$ cat config.mk
export PLATFORM = sky130hd
export DESIGN_NAME = fibo_datapath
export DESIGN_NICKNAME = d
export VERILOG_FILES = /design/src/rtl/fibo_pkg.sv /design/src/rtl/fibo_alu.sv /design/src/rtl/fibo_datapath.sv
export SDC_FILE = /design/constraint.sdc
export NUM_CORES = 1
export LEC_CHECK = 0
export CORE_MARGIN = 1.5
export CORE_UTILIZATION = 50
export CTS_CLUSTER_SIZE = 10
export DETAILED_ROUTE_END_ITERATION = 7
export PLACE_DENSITY = 0.71
export SLEW_MARGIN = 20
export SYNTH_ARGS = -nofsm -noshare
export SYNTH_HDL_FRONTEND = slang
export SYNTH_SLANG_ARGS = --single-unit
export TNS_END_PERCENT = 30
$ cat constraint.sdc
create_clock -name CLK -period 4.5 [get_ports CLK]
set_clock_uncertainty 0.15 [all_clocks]
set_input_delay 0.9 -clock CLK [delete_from_list [all_inputs] [get_ports CLK]]
set_output_delay 0.9 -clock CLK [all_outputs]
set_load 0.005 [all_outputs]
$ cat src/rtl/fibo_pkg.sv
// Shared constants for the Fibonacci datapath: default sizing, derived widths and ALU opcodes.
package fibo_pkg;

    localparam int unsigned SIZE_DEF   = 4;
    localparam int unsigned DATA_W_DEF = 8;
    localparam int unsigned ADDR_W     = SIZE_DEF - 2;
    localparam int unsigned OPC_W      = SIZE_DEF - 1;
    localparam int unsigned NREGS      = 1 << ADDR_W;

    localparam logic [2:0] OP_PASS = 3'b000;
    localparam logic [2:0] OP_ADD  = 3'b001;
    localparam logic [2:0] OP_SUB  = 3'b010;
    localparam logic [2:0] OP_DEC  = 3'b011;
    localparam logic [2:0] OP_INC  = 3'b100;
    localparam logic [2:0] OP_AND  = 3'b101;
    localparam logic [2:0] OP_OR   = 3'b110;
    localparam logic [2:0] OP_CLR  = 3'b111;

endpackage

$ cat src/rtl/fibo_alu.sv
// Combinational ALU for the Fibonacci datapath. FIBO_DP_SAT_EN selects saturating
// arithmetic instead of modulo wrap-around; ovf reports carry/borrow either way.
module fibo_alu
    import fibo_pkg::*;
#(
    parameter int unsigned DATA_W = DATA_W_DEF,
    parameter int unsigned OP_W   = OPC_W
) (
    input  logic [DATA_W-1:0] a,
    input  logic [DATA_W-1:0] b,
    input  logic [OP_W-1:0]   opcode,
    output logic [DATA_W-1:0] result,
    output logic              ovf
);

    localparam logic [DATA_W:0] ONE = (DATA_W + 1)'(1);

    logic [DATA_W:0]   ext_a, ext_b, sum_ab, diff_ab, inc_a, dec_a;
    logic [DATA_W-1:0] raw;

    // The extra top bit carries out the carry (add) or borrow (subtract).
    assign ext_a   = {1'b0, a};
    assign ext_b   = {1'b0, b};
    assign sum_ab  = ext_a + ext_b;
    assign diff_ab = ext_a - ext_b;
    assign inc_a   = ext_a + ONE;
    assign dec_a   = ext_a - ONE;

    always_comb begin
        raw = '0;
        ovf = 1'b0;
        case (opcode)
            OP_W'(OP_PASS): raw = a;
            OP_W'(OP_ADD):  begin raw = sum_ab[DATA_W-1:0];  ovf = sum_ab[DATA_W];  end
            OP_W'(OP_SUB):  begin raw = diff_ab[DATA_W-1:0]; ovf = diff_ab[DATA_W]; end
            OP_W'(OP_DEC):  begin raw = dec_a[DATA_W-1:0];   ovf = dec_a[DATA_W];   end
            OP_W'(OP_INC):  begin raw = inc_a[DATA_W-1:0];   ovf = inc_a[DATA_W];   end
            OP_W'(OP_AND):  raw = a & b;
            OP_W'(OP_OR):   raw = a | b;
            default:        raw = '0;
        endcase
    end

`ifdef FIBO_DP_SAT_EN
    logic up_op;

    // Carries clamp to all-ones, borrows clamp to zero.
    assign up_op  = (opcode == OP_W'(OP_ADD)) || (opcode == OP_W'(OP_INC));
    assign result = !ovf ? raw : (up_op ? '1 : '0);
`else
    assign result = raw;
`endif

endmodule

$ cat src/rtl/fibo_datapath.sv
// Fibonacci datapath: register file, ALU, zero/overflow flags and result capture.
// Optional saturating arithmetic via FIBO_DP_SAT_EN (see fibo_alu).
module fibo_datapath
    import fibo_pkg::*;
#(
    parameter int unsigned SIZE   = SIZE_DEF,
    parameter int unsigned DATA_W = DATA_W_DEF
) (
    input  logic              CLK,
    input  logic              RST,
    input  logic              CLK_EN,
    input  logic              WRT_EN,
    input  logic [SIZE-3:0]   WRT_ADDR,
    input  logic              LOAD_DATA,
    input  logic [DATA_W-1:0] DATA_IN,
    input  logic [SIZE-3:0]   RD_ADDR1,
    input  logic [SIZE-3:0]   RD_ADDR2,
    input  logic [SIZE-2:0]   ALU_OPCODE,
    input  logic              DONE,
    output logic              ZERO_FLAG,
    output logic              OVF,
    output logic [DATA_W-1:0] RESULT,
    output logic              RESULT_VALID
);

    localparam int REG_N = 1 << (SIZE - 2);

    logic [DATA_W-1:0] regs_q [REG_N];
    logic [DATA_W-1:0] op_a, op_b, alu_result, wr_data;
    logic              alu_ovf, wr_fire, cap_fire;
    logic              zero_q, ovf_q, valid_q;
    logic [DATA_W-1:0] result_q;

    assign op_a     = regs_q[RD_ADDR1];
    assign op_b     = regs_q[RD_ADDR2];
    assign wr_data  = LOAD_DATA ? DATA_IN : alu_result;
    assign wr_fire  = CLK_EN && WRT_EN;
    assign cap_fire = CLK_EN && DONE;

    fibo_alu #(
        .DATA_W (DATA_W),
        .OP_W   (SIZE - 1)
    ) u_alu (
        .a      (op_a),
        .b      (op_b),
        .opcode (ALU_OPCODE),
        .result (alu_result),
        .ovf    (alu_ovf)
    );

    always_ff @(posedge CLK or negedge RST) begin
        if (!RST) begin
            for (int i = 0; i < REG_N; i++) begin
                regs_q[i] <= '0;
            end
        end else if (wr_fire) begin
            regs_q[WRT_ADDR] <= wr_data;
        end
    end

    // A fresh operand load restarts overflow tracking; ALU writes accumulate it.
    always_ff @(posedge CLK or negedge RST) begin
        if (!RST) begin
            zero_q <= 1'b0;
            ovf_q  <= 1'b0;
        end else if (wr_fire) begin
            zero_q <= (wr_data == '0);
            ovf_q  <= LOAD_DATA ? 1'b0 : (ovf_q | alu_ovf);
        end
    end

    // The valid pulse drops on the very next edge, even if the controller gates CLK_EN.
    always_ff @(posedge CLK or negedge RST) begin
        if (!RST) begin
            result_q <= '0;
            valid_q  <= 1'b0;
        end else begin
            valid_q <= cap_fire;
            if (cap_fire) begin
                result_q <= op_a;
            end
        end
    end

    assign ZERO_FLAG    = zero_q;
    assign OVF          = ovf_q;
    assign RESULT       = result_q;
    assign RESULT_VALID = valid_q;

endmodule
* After elaboration in Yosys (flattened, before gate mapping) *
Index checks and enable logic that the tools add are counted.

word-level totals
  register bits after elaboration = 43
  input port bits = 23
  output and inout bits = 11
  logic and storage cells = 46

operators by class
  add/subtract/negate cells = 4
  $lt $le $gt $ge = 4
  eq/ne operators = 6
  multiplexer cells = 13
  bitwise logic cells = 6
  reductions and logical operators = 5

operators by type and width
  operator                                                                      number
  8-bit case mux with 7 select lines                                            1
  8-bit two-way mux                                                             6
  8-bit binary-select mux with 2-bit select                                     2
  32-bit bitwise mux                                                            1
  8-bit demux with 2-bit select                                                 1
  8-bit by 1-bit adder with 9-bit output, second input constant                 1
  8-bit by 8-bit adder with 9-bit output                                        1
  3-bit == test, second input constant                                          3
  3-bit greater-or-equal comparator, second input constant                      3
  2-bit inverter with 3-bit output                                              3
  8-bit by 1-bit subtractor with 9-bit output, second input constant            1
  8-bit by 8-bit subtractor with 9-bit output                                   1
  8-bit AND                                                                     1
  8-bit zero test                                                               1
  8-bit OR                                                                      1
  3-bit by 2-bit == test with 1-bit output, second input constant               2
  1-bit case mux with 4 select lines                                            1
  3-bit by 1-bit == test with 1-bit output, second input constant               1
  1-bit logical AND                                                             3
  3-bit zero test                                                               1
  3-bit by 1-bit less-than comparator with 1-bit output, second input constant  1
  1-bit two-way mux                                                             1
  1-bit OR                                                                      1

* Logic depth before layout (Yosys ltp) *
  word-level depth = 8
  mapped depth = 14
  depth with buffers taken out = 12

* By module *
A second synthesis with hierarchy kept.

unflattened totals
  cell total of the unflattened synthesis = 367
  area total of the unflattened synthesis = 3502.1 sq um

modules (own cells, without submodules)
  module         times used  cells an instance  area each (sq um)  seq. area each (sq um)
  fibo_datapath  1           168                2063.2             1076.0
  fibo_alu       1           199                1438.9             0.0

* Worst setup path before layout *
Ideal clock, no wire load.

  path type = input to register
  start = input port RD_ADDR2[0]
  end = register zero_q (netlist: ZERO_FLAG)
  library setup time = 122 ps
  arrival = 3964 ps
  setup slack = 264 ps
  stages on the path = 13
  buffers on the path = 2
  path through = clkbuf_1 -> mux4_2 -> inv_1 -> ha_1 -> clkbuf_1 -> nor3_1 -> a2111oi_0 -> o21bai_1 -> a21oi_1 -> xor2_1 -> nand2_1 -> a31o_2 -> a32o_1

on the way
  word-level cells in the longest chain between the ends = 8
  elaborated cells on any way between the ends = 11

ends and longest elaborated chain
  element                                                                    line                 RTL
  from (decl)                                                                fibo_datapath.sv:17  input logic [SIZE-3:0] RD_ADDR2,
  2-bit inverter with 3-bit output (implied by the code) *                   fibo_datapath.sv:35  assign op_b = regs_q[RD_ADDR2];
  8-bit binary-select mux with 2-bit select *                                fibo_datapath.sv:35
  8-bit two-way mux (implied by the code) * (2 in series)                    fibo_datapath.sv:35
  8-bit by 8-bit subtractor with 9-bit output, or another cell as far along  fibo_alu.sv:25       assign diff_ab = ext_a - ext_b;
  8-bit case mux with 7 select lines *                                       fibo_alu.sv:32       case (opcode)
  8-bit two-way mux *                                                        fibo_datapath.sv:36  assign wr_data = LOAD_DATA ? DATA_IN : alu_result;
  8-bit zero test *                                                          fibo_datapath.sv:67  zero_q <= (wr_data == '0);
  to (signal assigned)                                                       fibo_datapath.sv:67
  to (decl)                                                                  fibo_datapath.sv:31  logic zero_q, ovf_q, valid_q;

Mark *: on every way between the ends. The rest lies on a longest branch, timed or not. The select of a mux whose other input is x is not followed.
A chain may end at the register's enable or synchronous reset.

* Final worst setup path *
Same ends and word-level chain as after synthesis.

==> results.py <==
metrics = {
    "run_status": {
        "status": "completed",
    },
    "power_and_ir_drop": {
        "p_per_area_mw_per_mm2": 488,
        "ir_drop_mv": 0.309,
        "power_mw": 2.03,
        "leakagePower_nw": 1.79,
    },
    "floorplan": {
        "die_h_um": 86.4,
        "start_util_pct": 51.4,
        "die_x_um": 86.4,
        "rows": 30,
        "ios": 34,
        "core-area_mm2": 0.00676,
        "dieArea_mm2": 0.00746,
    },
    "clocking": {
        "cts.clk_slew.worst_paths_ns": 0.08,
        "cts_resized": 0,
        "numCtsBuffers": 5,
        "cts_max_level": 2,
        "cts_sinks": 43,
        "ctsHoldBuffers": 0,
        "cts_tree": "yes",
        "root_buffer": "clkbuf_8",
        "cts_setup_buffers": 0,
        "cts.path.max_buffers": 2,
        "insertion_delay_ns": 0.29,
    },
    "timing": {
        "fin_setup_tns_ns": 0,
        "whs_ns": 0.337,
        "maxSlewViolCount": 0,
        "fin_crit_sh_pct": 94.8,
        "fin_crit_ns": 4.27,
        "max_freq_ghz": 0.234,
        "relSlewSlack_pct": 35.9,
        "rsz0062_at_grt": "no",
        "hold_viol_final": 0,
        "tightest_slew_ns": 0.962,
        "setup_violations": 0,
    },
    "global_route": {
        "use_met2_pct": 45.2,
        "first_global_vias": 3041,
        "grt_max_degree": 44,
        "antenna_found_initial": 0,
        "grt_util_met3_pct": 3.81,
        "grt_pass1_wl_mm": 15.5,
        "grtUsageTotal_pct": 26.9,
        "grt_remaining_overflow": 0,
        "top_usage_layer": "met2",
        "met1_usage_pct": 36.3,
    },
    "routing": {
        "wirelength_mm": 9.35,
        "ant_nets": 0,
        "wl_per_cell_um": 18.2,
        "firstDrtPassIters": 5,
        "route.detailed.drc": 0,
        "via_count": 3129,
        "first_iter_violations": 230,
        "via_per_inst": 6.09,
    },
    "synth": {
        "syn-cell-area_mm2": 0.00348,
        "yosysTopAreaCell": "dfrtp_1",
        "yosysUniqueCellTypes": 65,
        "synthFlopType": "dfrtp_1",
        "synth_most_common_cell": "nand2_1",
        "synth_top_area_share_pct": 31.0,
        "ys_seq_area_share_pct": 31.0,
        "syn-num-nets": 433,
        "synthCells": 381,
        "ys_top_cells_by_area": "dfrtp_1 (31%), mux4_2 (11%), ha_1 (9.7%)",
        "yosys-top-cells-count": "nand2_1 (56), o21ai_0 (49), dfrtp_1 (43), ha_1 (27), inv_1 (22)",
        "avgSynthCellArea_um2": 9.12,
        "yosysWarnings": 0,
        "synthArstFlopShare_pct": 100,
        "synth_seq_cells": 43,
        "synth-edff-count": 0,
    },
    "cells_and_area": {
        "fin_nets": 486,
        "drive_gt1_share_pct": 16.6,
        "area_growth_pct": 19.6,
        "diodes": 0,
        "postLayoutCoreUtil_pct": 61.5,
    },
    "place": {
        "port_buffers": 33,
        "gp_congestion": 0.974,
        "dp_hpwl_mm": 7.36,
    },
    "worst_setup_path": {
        "cp_max_fo": 3,
        "crit_required_ns": 4.59,
        "crit_type": "input port to flop",
        "crit_start": "RD_ADDR2[0]",
        "rr_startpoint": "regs_q[0]$_DFFE_PN0P_",
        "cp.arrival_ns": 4.35,
        "end_kind": "flop",
        "cp-start-kind": "input port",
    },
    "min_path": {
        "min_from": "RESULT[6]$_DFFE_PN0P_",
        "hold_path.class": "flop to flop",
    },
    "flow_run": {
        "cap_violations": 0,
    },
}
## registers in the layout, summed over array words and instances, names as in the netlist
| signal | cells |
|---|---|
| regs_q | 32 |
| RESULT | 8 |
| OVF | 1 |
| RESULT_VALID | 1 |
| ZERO_FLAG | 1 |
## cell type report
type	instances	area, um^2
Clock inverter	1	30.0
Clock buffer	6	72.6
Inverter	24	90.1
Sequential cell	43	1080
Fill cell	599	2600
Timing Repair Buffer	68	588
Multi-Input combinational cell	292	2200
Tap cell	80	100
## critical path: stages
cell	delay [ns]
clkdlybuf4s50_1	0.58
mux4_2	0.59
ha_1	0.24
fa_1	0.42
nor3_1	0.24
nor3_1	0.12
a221oi_1	0.28
o22ai_1	0.11
a221o_1	0.27
a22oi_1	0.23
and4_1	0.22
a32o_1	0.15
## final timing paths
path                                          end  slack, ns  cells past startpoint
hold reg to reg             RESULT[6]$_DFFE_PN0P_       0.34                      2
min in group asynchronous   regs_q[1]$_DFFE_PN0P_       0.60                      1
max in group asynchronous  regs_q[31]$_DFFE_PN0P_       2.99                      1
setup / recovery            ZERO_FLAG$_DFFE_PN0P_       0.23                     12
hold / removal              RESULT[6]$_DFFE_PN0P_       0.34                      2
setup reg to reg            ZERO_FLAG$_DFFE_PN0P_       1.07                     11
## placed cells by master, fill, tap and decap left out, types with 7 or more instances in the layout
cell type / instances
a21oi_1: 18
buf_4: 35
clkdlybuf4s50_1: 32
dfrtp_1: 43
ha_1: 27
inv_1: 22
mux4_2: 17
nand2_1: 56
nand3_1: 7
nor2_1: 19
o21ai_0: 49
xnor2_1: 9
## power breakdown
| group | internal, mW | switching, mW |
|---|---|---|
| combinational | 0.560 | 0.613 |
| clock | 0.163 | 0.126 |
| sequential | 0.494 | 0.0733 |
## kinds of logic after synthesis
group / after synthesis / share of synthesized area, %
buf+inv: 46 / 5.72
xor+xnor: 10 / 2.52
mux: 22 / 12.6
compound gates: 116 / 21.2
fa+ha+maj: 29 / 10.9
flops: 43 / 31.0
simple gates: 115 / 16.1
## per-layer routing
layer / part of all wire (%) / routed length, um / up-vias
li1: - / - / 1491
met1: 44 / 4120 / 1490
met2: 48 / 4460 / 126
met3: 6.1 / 568 / 22
met4: 2.1 / 199 / 0
met5: 0 / 0 / -
## metrics by stage
stage	instance area [um^2]	worst slack, ns	instances
6_report	4160	0.233	514
3_3_place_gp	4060	-0.0278	507
2_1_floorplan	3480	0.264	381
4_1_cts	4160	0.243	514
5_1_grt	4160	0.00663	514
3_5_place_dp	4060	-0.0459	507
(Power assumes the default switching activity.)
